--- config.mk ---
export PLATFORM = sky130hd
export DESIGN_NAME = bcd_line_formatter
export DESIGN_NICKNAME = d
export VERILOG_FILES = /design/src/rtl/bcd_line_formatter.sv
export SDC_FILE = /design/constraint.sdc
export NUM_CORES = 1
export LEC_CHECK = 0
export ABC_AREA = 1
export CELL_PAD_IN_SITES_DETAIL_PLACEMENT = 0
export CELL_PAD_IN_SITES_GLOBAL_PLACEMENT = 1
export CORE_MARGIN = 4
export CORE_UTILIZATION = 23
export CTS_CLUSTER_DIAMETER = 100
export DETAILED_ROUTE_END_ITERATION = 7
export HOLD_SLACK_MARGIN = 0.03
export PLACE_DENSITY = 0.59
export SLEW_MARGIN = 30
export SYNTH_ARGS = -nofsm -noshare
export SYNTH_HDL_FRONTEND = slang
export SYNTH_SLANG_ARGS = --single-unit
export TNS_END_PERCENT = 5
--- constraint.sdc ---
create_clock -name clock -period 1.8 [get_ports clock]
set_input_delay 0.36 -clock clock [delete_from_list [all_inputs] [get_ports clock]]
set_output_delay 0.36 -clock clock [all_outputs]
set_load 0.01 [all_outputs]
--- src/rtl/bcd_line_formatter.sv ---
// Serialises a latched BCD reading into an ASCII line (digits, optional '.', CR, LF),
// handing one byte at a time to a UART transmitter via a start/busy handshake.
module bcd_line_formatter #(
  parameter int unsigned NUMBER_OF_NYBBLES      = 8,
  parameter int unsigned DP_POSITION            = 0,
  parameter int unsigned SUPPRESS_LEADING_ZEROS = 1
) (
  input  logic                           clock,
  input  logic                           reset,
  input  logic [4*NUMBER_OF_NYBBLES-1:0] bcd,
  input  logic                           bcd_valid,
  input  logic                           uart_busy,
  output logic                           start_uart_transfer,
  output logic [7:0]                     byte_to_send,
  output logic                           busy,
  output logic                           dropped
);

  localparam int unsigned HasDp    = (DP_POSITION > 0) ? 1 : 0;
  localparam int unsigned NumSlots = NUMBER_OF_NYBBLES + HasDp + 2;
  localparam int unsigned IdxW     = $clog2(NumSlots);
  localparam int unsigned Forced   = (DP_POSITION > 0) ? NUMBER_OF_NYBBLES - DP_POSITION - 1
                                                       : NUMBER_OF_NYBBLES - 1;

  localparam logic [IdxW-1:0] DpSlot     = IdxW'(NUMBER_OF_NYBBLES - DP_POSITION);
  localparam logic [IdxW-1:0] CrSlot     = IdxW'(NUMBER_OF_NYBBLES + HasDp);
  localparam logic [IdxW-1:0] LfSlot     = IdxW'(NUMBER_OF_NYBBLES + HasDp + 1);
  localparam logic [IdxW-1:0] ForcedIdx  = IdxW'(Forced);

  typedef enum logic [2:0] {StIdle, StPrep, StStrobe, StGuard, StWait} state_e;

  state_e                         state_q, state_d;
  logic [IdxW-1:0]                idx_q, idx_d;
  logic [4*NUMBER_OF_NYBBLES-1:0] shadow_q, shadow_d;
  logic                           leading_q, leading_d;
  logic [7:0]                     byte_q, byte_d;
  logic                           start_q, start_d;
  logic                           dropped_q, dropped_d;
  logic                           busy_q, busy_d;

  logic            is_dp, is_cr, is_lf, is_digit, suppress;
  logic [IdxW-1:0] digit_idx;
  logic [3:0]      nyb;
  logic [7:0]      slot_char;

  // Slot decode: digits fill every slot except the '.' slot, then CR, LF.
  always_comb begin
    is_dp     = (HasDp != 0) && (idx_q == DpSlot);
    is_cr     = (idx_q == CrSlot);
    is_lf     = (idx_q == LfSlot);
    is_digit  = !is_dp && !is_cr && !is_lf;
    digit_idx = ((HasDp != 0) && (idx_q > DpSlot)) ? idx_q - 1'b1 : idx_q;
    nyb       = 4'h0;
    for (int k = 0; k < NUMBER_OF_NYBBLES; k++) begin
      if (digit_idx == IdxW'(k)) nyb = shadow_q[4*(NUMBER_OF_NYBBLES-1-k) +: 4];
    end
    suppress = (SUPPRESS_LEADING_ZEROS != 0) && leading_q && is_digit &&
               (nyb == 4'h0) && (digit_idx != ForcedIdx);
    if (is_cr)           slot_char = 8'h0d;
    else if (is_lf)      slot_char = 8'h0a;
    else if (is_dp)      slot_char = 8'h2e;
    else if (nyb > 4'h9) slot_char = 8'h3f;
    else                 slot_char = {4'h3, nyb};
  end

  always_comb begin
    state_d   = state_q;
    idx_d     = idx_q;
    shadow_d  = shadow_q;
    leading_d = leading_q;
    byte_d    = byte_q;
    start_d   = 1'b0;
    dropped_d = bcd_valid && (state_q != StIdle);
    unique case (state_q)
      StIdle: begin
        if (bcd_valid) begin
          shadow_d  = bcd;
          idx_d     = '0;
          leading_d = 1'b1;
          state_d   = StPrep;
        end
      end
      StPrep: begin
        if (suppress) begin
          idx_d = idx_q + 1'b1;
        end else begin
          byte_d  = slot_char;
          state_d = StStrobe;
          if (is_digit) leading_d = 1'b0;
        end
      end
      StStrobe: begin
        if (!uart_busy) begin
          start_d = 1'b1;
          state_d = StGuard;
        end
      end
      // One dead cycle so the transmitter can raise busy before we look at it.
      StGuard: state_d = StWait;
      StWait: begin
        if (!uart_busy) begin
          if (is_lf) begin
            idx_d   = '0;
            state_d = StIdle;
          end else begin
            idx_d   = idx_q + 1'b1;
            state_d = StPrep;
          end
        end
      end
      default: state_d = StIdle;
    endcase
    busy_d = (state_d != StIdle);
  end

  always_ff @(posedge clock) begin
    if (reset) begin
      state_q   <= StIdle;
      idx_q     <= '0;
      shadow_q  <= '0;
      leading_q <= 1'b0;
      byte_q    <= 8'h00;
      start_q   <= 1'b0;
      dropped_q <= 1'b0;
      busy_q    <= 1'b0;
    end else begin
      state_q   <= state_d;
      idx_q     <= idx_d;
      shadow_q  <= shadow_d;
      leading_q <= leading_d;
      byte_q    <= byte_d;
      start_q   <= start_d;
      dropped_q <= dropped_d;
      busy_q    <= busy_d;
    end
  end

  assign start_uart_transfer = start_q;
  assign byte_to_send        = byte_q;
  assign busy                = busy_q;
  assign dropped             = dropped_q;

endmodule

==> results.txt, run 1 <==
The worst hold path depth is 2. The length in cells of the worst reg-to-reg path is 15. The tree built by TritonCTS fans out to 48 sinks. The launch point of the worst reg-to-reg path is digit_idx[1]$_SDFFE_PP0P_. In this run the power density over the cells is 738 nW/µm². Total power for the finished layout comes to 0.00259 W. The count of max-cap constraint violations came out at 0. The static leakage power came out at 1.47 nW.

The number of global-route vias before repair was 2426. The share of total power in sequential cells is 48.2%. The delay of the slowest cell on the worst path came out at 0.39 ns. The number of nets at the end of the flow came out at 477. The area overhead of the layout relative to synthesis came out at 42.5%.

The synthesis warning total came out at 0. The number of pins exceeding their max-slew limit in the final report is 0. The count of mapped cells out of synthesis is 364. The final total negative setup slack is -1.79 ns. Setup repair after global routing could not meet its margin everywhere. The area of all placed cells without fillers came out at 3510 µm². The number of setup violations in the final report is 12.

The post-route netlist has 19.8% of its cells at a drive strength greater than 1. The placed instance count is 561. A synthesized cell averages 6.77 µm². The final critical path takes up 111% of the cycle. In this run switching power makes up 30.6% of total power. The wire length on met1 is 3310 µm. The slowest library cell on the worst path is dfxtp_4. Entering global routing, the biggest net connects 37 pins.

The total overflow left after global routing is 0. After detailed routing, no signal wire sits above met4. In this run the critical register-to-register path is captured at digit_idx[1]$_SDFFE_PP0P_. The die is 112 µm wide. TritonCTS built the clock tree. The global placement routability congestion came out at 0.828.

The largest vdd supply drop came out at 0.000276 V. After detailed routing, the number of remaining DRC violations is 0. The CTS buffer count is 5. The setup check on the worst reg-to-reg path leaves a slack of -0.19 ns. The clock skew after layout is 0.00360 ns.

Leaving out fill and tap cells, the most frequent cells in the layout are 53 x nor2_1, 49 x nand2_1, 46 x dfxtp_1. The first routing iteration left 115 violations. Timing analysis after detailed placement gives a worst setup slack of -0.322 ns. The routed length per instance came out at 11.6 µm.

The number of different library cells used by synthesis comes to 30. Sequential elements use 39.0% of the synthesized area. The post-synthesis instance area is 2460 µm². The detail route stage leaves a number of antenna-violating nets equal to 0. The cell area after placement is 3270 µm². The floorplan has 37 rows. In the detailed route, the total length drawn on met3 is 220 µm.

Internal power comes to 0.00180 W. The total of fill cells in the finished design is 1160. Detailed placement finished with a half-perimeter wire length of 4980 µm.

In this run the count of I/O pins placed on the die edge is 47. The critical path is of the flip-flop to flip-flop type. The final reports fail on setup timing. The final layout contains routed wiring with a total length of 6630 µm. The switching power summed over all nets is 0.000794 W. The flow ran to the end, but the final reports show violations.

The clock passes through at most 2 buffers. The detail-routed via count per cell came out at 4.23. The die outline area is 12400 µm². The detailed-routed wire length on met2 is 3050 µm. In this run the worst hold path is classified as flip-flop to flip-flop. The gate family responsible for the most delay along the worst path is simple AND/OR/NAND/NOR gates.

STA puts the critical path data required time at 2.02 ns. After clock tree synthesis, the clock-pin slew on the worst setup and hold paths is 0.08 ns. The worst path setup slack after routing came out at -0.193 ns. The sort of element at the end of the critical path is a flip-flop.

The total of hold buffers inserted after clock tree synthesis came out at 0. The number of hold violations in the final report is 0. The CTS H-tree depth came out at 2. The clock latency at the later pin of the worst-skew pair is 0.29 ns. For this run, the detailed router's first-pass iteration total came to 4. The repair_antennas step left the layout with diodes totalling 0. The via count of the routed design came out at 2414.

The initial utilization of the core area, before any placement, comes to 23.8%. The vertical die dimension is 112 µm. The first-pass GRT wire length came out at 11500 µm. The startpoint of the lowest-slack hold path is shadow_q[16]$_SDFFE_PP0P_.

The buffers plus inverters on the worst setup path came out at 5. In this run the tool buffered the top-level ports with 44 buffer cells. The number of antenna violations at the first check in global routing is 0. The smallest clock period supported by the final layout is computed as 1.99 ns. The highest fanout seen on the critical path came out at 6. The count of state elements after synthesis came out at 48. The core region area came out at 10400 µm². Clock tree synthesis selected as its root buffer the cell clkbuf_8. The maximum clock rate is 502 MHz. The worst hold path terminates at shadow_q[16]$_SDFFE_PP0P_. Leaving out fill and tap cells, the most frequent cell in the layout is nor2_1. STA puts the critical path data arrival time at 2.21 ns.

Global routing used 11.1% of the available tracks. Walking the worst path, the cells encountered are buf_12 > ha_4 > inv_1 > nor2_4 > inv_2 > o21ai_2 > inv_1 > a21oi_4 > nor2_1 > nand2_1 > nand2_2 > buf_6 > nand2_4 > nand2_1 > a21oi_2. The clock network fraction of total power is 22.1%. The final instance count without filler cells came out at 571. The share of total power dissipated in combinational logic is 29.7%. STA classifies the critical path startpoint as a flip-flop.
[state kept, by name (all words and copies together) (netlist names)]
| name | cells |
|---|---|
| byte_to_send | 5 |
| start_uart_transfer | 1 |
| state_q | 3 |
| digit_idx | 4 |
| dropped | 1 |
| leading_q | 1 |
| shadow_q | 32 |
| busy | 1 |
[area by class of cell]
type / instances / area (µm²) / area share (%)
Multi-Input combinational cell: 246 / 1330 / 37.8
Sequential cell: 48 / 968 / 27.6
Timing Repair Buffer: 82 / 767 / 21.8
Inverter: 54 / 210 / 5.99
Tap cell: 136 / 170 / 4.85
Clock buffer: 5 / 68.8 / 1.96
[worst register-to-register path, cell delays in order (launching register included)]
cell     delay (ns)
dfxtp_4        0.39
buf_12         0.11
ha_4           0.17
inv_1          0.07
nor2_4         0.16
inv_2          0.07
o21ai_2        0.10
inv_1          0.08
a21oi_4        0.16
nor2_1         0.06
nand2_1        0.09
nand2_2        0.08
buf_6          0.14
nand2_4        0.06
nand2_1        0.06
a21oi_2        0.12
[worst max path at each step]
| stage | start | to | slack (ns) | depth (start not counted) |
|---|---|---|---|---|
| after floorplan | digit_idx[0]$_SDFFE_PP0P_ | digit_idx[3]$_SDFFE_PP0P_ | -0.04 | 18 |
| after global placement | digit_idx[0]$_SDFFE_PP0P_ | byte_to_send[1]$_SDFFE_PP0P_ | -0.29 | 14 |
| after detailed placement | digit_idx[0]$_SDFFE_PP0P_ | digit_idx[0]$_SDFFE_PP0P_ | -0.32 | 15 |
| after CTS | digit_idx[0]$_SDFFE_PP0P_ | byte_to_send[1]$_SDFFE_PP0P_ | -0.15 | 18 |
| after global routing | digit_idx[1]$_SDFFE_PP0P_ | digit_idx[1]$_SDFFE_PP0P_ | -0.37 | 18 |
| final | digit_idx[1]$_SDFFE_PP0P_ | digit_idx[1]$_SDFFE_PP0P_ | -0.19 | 15 |
[power groups by stage]
stage / logic (W) / registers [W] / clock network [W]
after CTS: 0.000773 / 0.00125 / 0.000614
final: 0.000769 / 0.00125 / 0.000573
after detailed placement: 0.000736 / 0.00127 / 0
after global placement: 0.000735 / 0.00127 / 0
after floorplan: 0.000419 / 0.00127 / 0
after global routing: 0.000879 / 0.00127 / 0.000650
[synthesized netlist by cell type (all sizes together)]
cell,instances,area [µm²]
nand2,57,231
nor2,59,239
xor2,2,17.5
a22oi,2,15.0
a21oi,31,174
dfxtp,48,961
nand4,4,25.0
buf,8,65.1
inv,54,203
ha,4,50.1
nor3,5,35.0
nand3,30,155
conb,1,3.75
o21ai,49,249
a211oi,1,7.51
clkbuf,9,33.8
[stage by stage]
step | util (%) | hold WS [ns]
after global placement | 31.6 | 0.445
after CTS | 33.4 | 0.461
after floorplan | - | 0.424
after detailed placement | 31.6 | 0.447
final | 33.9 | 0.458
after global routing | 33.9 | 0.487
[cell families (layout without fill, tap and decap cells)]
group / Yosys count / count (layout) / synth area share, %
simple gates: 155 / 155 / 27.8
compound gates: 83 / 83 / 18.1
buf+inv: 71 / 141 / 12.2
flops: 48 / 48 / 39.0
fa+ha+maj: 4 / 4 / 2.03
xor+xnor: 2 / 2 / 0.711
other cells: 1 / 2 / 0.152
[repair_timing]
| action | 4_1_cts | 5_1_grt |
|---|---|---|
| endpoints found under the hold margin | 0 | 0 |
| gates resized for setup | 25 | 8 |
| setup endpoints to repair | 13 | 13 |
| pin swaps | 6 | 2 |
| buffers inserted | 3 | 2 |
[layer usage]
layer / vias to the layer above / global-route usage [%]
li1: 1293 / -
met1: 1078 / 14.3
met2: 39 / 19.1
met3: 4 / 2.34
met4: 0 / 2.43
met5: - / 0
No activity file was read; power rests on OpenSTA's default activity.
==> run 2, diff against run 1 <==
--- a/config.mk
+++ b/config.mk
@@ -6,6 +6,7 @@
 export NUM_CORES = 1
 export LEC_CHECK = 0
 export ABC_AREA = 1
+export CAP_MARGIN = 15
 export CELL_PAD_IN_SITES_DETAIL_PLACEMENT = 0
 export CELL_PAD_IN_SITES_GLOBAL_PLACEMENT = 1
 export CORE_MARGIN = 4
==> results of run 2 <==
No change in the layout: final DEF, timing and power equal those of run 1.
==> run 3, diff against run 2 <==
--- a/config.mk
+++ b/config.mk
@@ -9,6 +9,7 @@
 export CAP_MARGIN = 15
 export CELL_PAD_IN_SITES_DETAIL_PLACEMENT = 0
 export CELL_PAD_IN_SITES_GLOBAL_PLACEMENT = 1
+export CORE_ASPECT_RATIO = 1.25
 export CORE_MARGIN = 4
 export CORE_UTILIZATION = 23
 export CTS_CLUSTER_DIAMETER = 100
==> run 3 against run 2 <==
- the flow still finishes with violations (setup timing)
- clock-buffer cell count increased by 3
- total power is 16% higher
- highest routed layer unchanged
- core utilization grew 0.37 points
- cell area rose by 2.5%
==> results.txt, run 3 (synthesis gave the netlist of run 1 again) <==
The number of hold violations in the final report came out at 0. The internal power of the cells totals 0.00212 W. The path class of the tightest hold or removal check is flip-flop to flip-flop. The total clock sinks came out at 48.

Net switching is 29.6% of the power. Along the worst path, the maximum fanout reaches 8. The timing startpoint of the critical path is digit_idx[1]$_SDFFE_PP0P_. The minimum setup slack after placement came out at -0.376 ns. Power comes to 0.00301 W. The clock root buffer master is clkbuf_16. After detailed routing, the average wire length per cell comes to 11.9 µm. Leaving out fill and tap cells, the most frequent cells in the layout are 55 x nor2_1, 47 x nand2_1, 45 x inv_1. The register with the most flip-flops in the layout has 32 of them. The number of antenna violations at the first check in global routing came out at 0. The worst setup path is launched from a flip-flop. The arrival time at the worst endpoint is 2.18 ns. The fraction of met2 tracks used by global routing is 20.0%. The total power per unit cell area came out at 835 nW/µm².

Port buffering added 44 buffers. The die is 124 µm tall. The HPWL reported at the end of detailed placement is 5130 µm. The switching power summed over all nets came out at 0.000890 W. For the finished layout, the period the worst path requires is 1.95 ns. The startpoint of the lowest-slack hold path is shadow_q[15]$_SDFFE_PP0P_. For this block, the routed nets add up to 6810 µm of wire. The CTS buffer count came out at 5. The startpoint identified for the worst register-to-register timing path is digit_idx[1]$_SDFFE_PP0P_.

The remaining global-route overflow came out at 0. The first-pass GRT wire length came out at 11400 µm. The met3 routing resource usage after global routing came out at 2.18%. The core region is 10500 µm². The share of total power in sequential cells came out at 41.6%.

The met1 layer usage reported by global route is 14.2%. The leading cell type in the layout, fill and taps excluded is nor2_1. The residual antenna-violating net count after detailed routing is 0.

The maximum clock rate is 512 MHz. The die outline area came out at 12400 µm². The routed layout has 2478 vias. The total of fill cells in the finished design is 1147. The worst path setup slack after routing came out at -0.155 ns. The overall fraction of global-route tracks in use came out at 11.5%. The clock skew after layout is 0.00468 ns. The site row count is 42. The number of nets at the end of the flow is 478. The number of global-route vias before repair is 2410. The starting density of the core is 23.5%.

The final critical path takes up 109% of the cycle. Combinational logic is responsible for 26.4% of the overall power. The register name with the most flops is shadow_q. In this run the critical register-to-register path is captured at digit_idx[0]$_SDFFE_PP0P_. The checks that failed: setup timing.

The count of max-cap constraint violations came out at 0. The area taken by flip-flops and latches came out at 976 µm². The analysis attributes to cell leakage a power of 1.50 nW. Setup repair after global routing could not meet its margin everywhere. The largest vdd supply drop came out at 0.000338 V. The CTS H-tree depth came out at 2. The number of iterations in the first detailed-routing pass is 4. The clock reaches the later pin of the worst-skew pair after 0.29 ns. The endpoint of the worst setup timing path is digit_idx[0]$_SDFFE_PP0P_.

The number of setup violations in the final report is 13. The flow ran to the end, but the final reports show violations. The pin count of the biggest net entering global routing is 34. The clock network fraction of total power came out at 32.0%. The number of pins exceeding their max-slew limit in the final report is 0. The register-to-register setup slack came out at -0.15 ns.

The worst setup path is captured at a flip-flop. Routability-driven placement finished with a final weighted congestion of 0.770. The detail-routed via count per cell is 4.34.

The area used by multi-input combinational logic came out at 1340 µm². The number of top-level pins is 47. The data required time of the worst path is 2.02 ns. The number of DRC markers after the initial detailed-route iteration came out at 110. The total DRC errors in the routed layout came out at 0.

The count of inserted antenna diode cells is 0. The area overhead of the layout relative to synthesis came out at 46.0%. TritonCTS built the clock tree. The critical path start-end classification is flip-flop to flip-flop. The clock passes through at most 2 buffers. After clock tree synthesis, the clock-pin slew on the worst setup and hold paths is 0.06 ns.

The length in cells of the worst reg-to-reg path is 17. Cells with a size suffix above 1 make up 22.1% of the layout. The die outline width is 101 µm. The busiest layer in global routing is met2.
-- run 3: power by group through the flow --
stage	sequential (W)	clock (W)	combinational, W
CTS	0.00125	0.000989	0.000796
floorplan	0.00127	0	0.000419
finish	0.00125	0.000962	0.000794
global placement	0.00127	0	0.000738
global route	0.00126	0.00104	0.000891
detailed placement	0.00128	0	0.000738
-- run 3: how the worst min path moves through the flow --
stage / slack, ns / cells after the start / endpoint
global route: 0.48 / 2 / shadow_q[7]$_SDFFE_PP0P_
CTS: 0.45 / 2 / shadow_q[15]$_SDFFE_PP0P_
detailed placement: 0.44 / 2 / shadow_q[15]$_SDFFE_PP0P_
finish: 0.46 / 2 / shadow_q[15]$_SDFFE_PP0P_
global placement: 0.44 / 2 / shadow_q[15]$_SDFFE_PP0P_
floorplan: 0.42 / 2 / shadow_q[7]$_SDFFE_PP0P_
-- run 3: timing repair --
action,CTS,global route
setup buffers,7,0
pin swaps,17,7
hold endpoints to repair,0,0
setup endpoints to repair,13,13
resized for setup,38,10
cloned,0,0
hold buffers,0,0
-- run 3: through the flow --
stage	area [µm²]	util, %	cells	setup TNS, ns	hold WS [ns]
floorplan	2490	-	365	-0.131	0.424
global placement	3270	31.1	557	-3.26	0.438
detailed placement	3270	31.1	557	-3.88	0.443
CTS	3570	34.0	571	-1.72	0.453
global route	3600	34.2	571	-3.52	0.476
finish	3600	34.2	571	-1.49	0.458
-- run 3: area by class of cell --
class                           instances  share of cell area [%]
Timing Repair Buffer                   83                    21.2
Clock buffer                            8                    4.07
Multi-Input combinational cell        246                    37.1
Sequential cell                        48                    27.1
Tap cell                              132                    4.59
Inverter                               54                    5.84
-- run 3: critical path, cell delays in order (launching register included) --
cell	delay, ns
dfxtp_4	0.37
inv_4	0.07
ha_4	0.19
inv_4	0.06
nand4_1	0.08
nand3_1	0.07
nand2_1	0.08
nand2_2	0.06
nand2_1	0.06
nand2_1	0.06
nand2_2	0.07
nand2_1	0.05
nor2_1	0.08
nand2_1	0.11
nand2_4	0.15
buf_6	0.12
nand3_1	0.06
a21oi_1	0.12
-- run 3: layer usage --
metal,up-vias,routed length (µm)
li1,1305,-
met1,1111,3070
met2,56,3340
met3,6,309
met4,0,91
met5,-,0
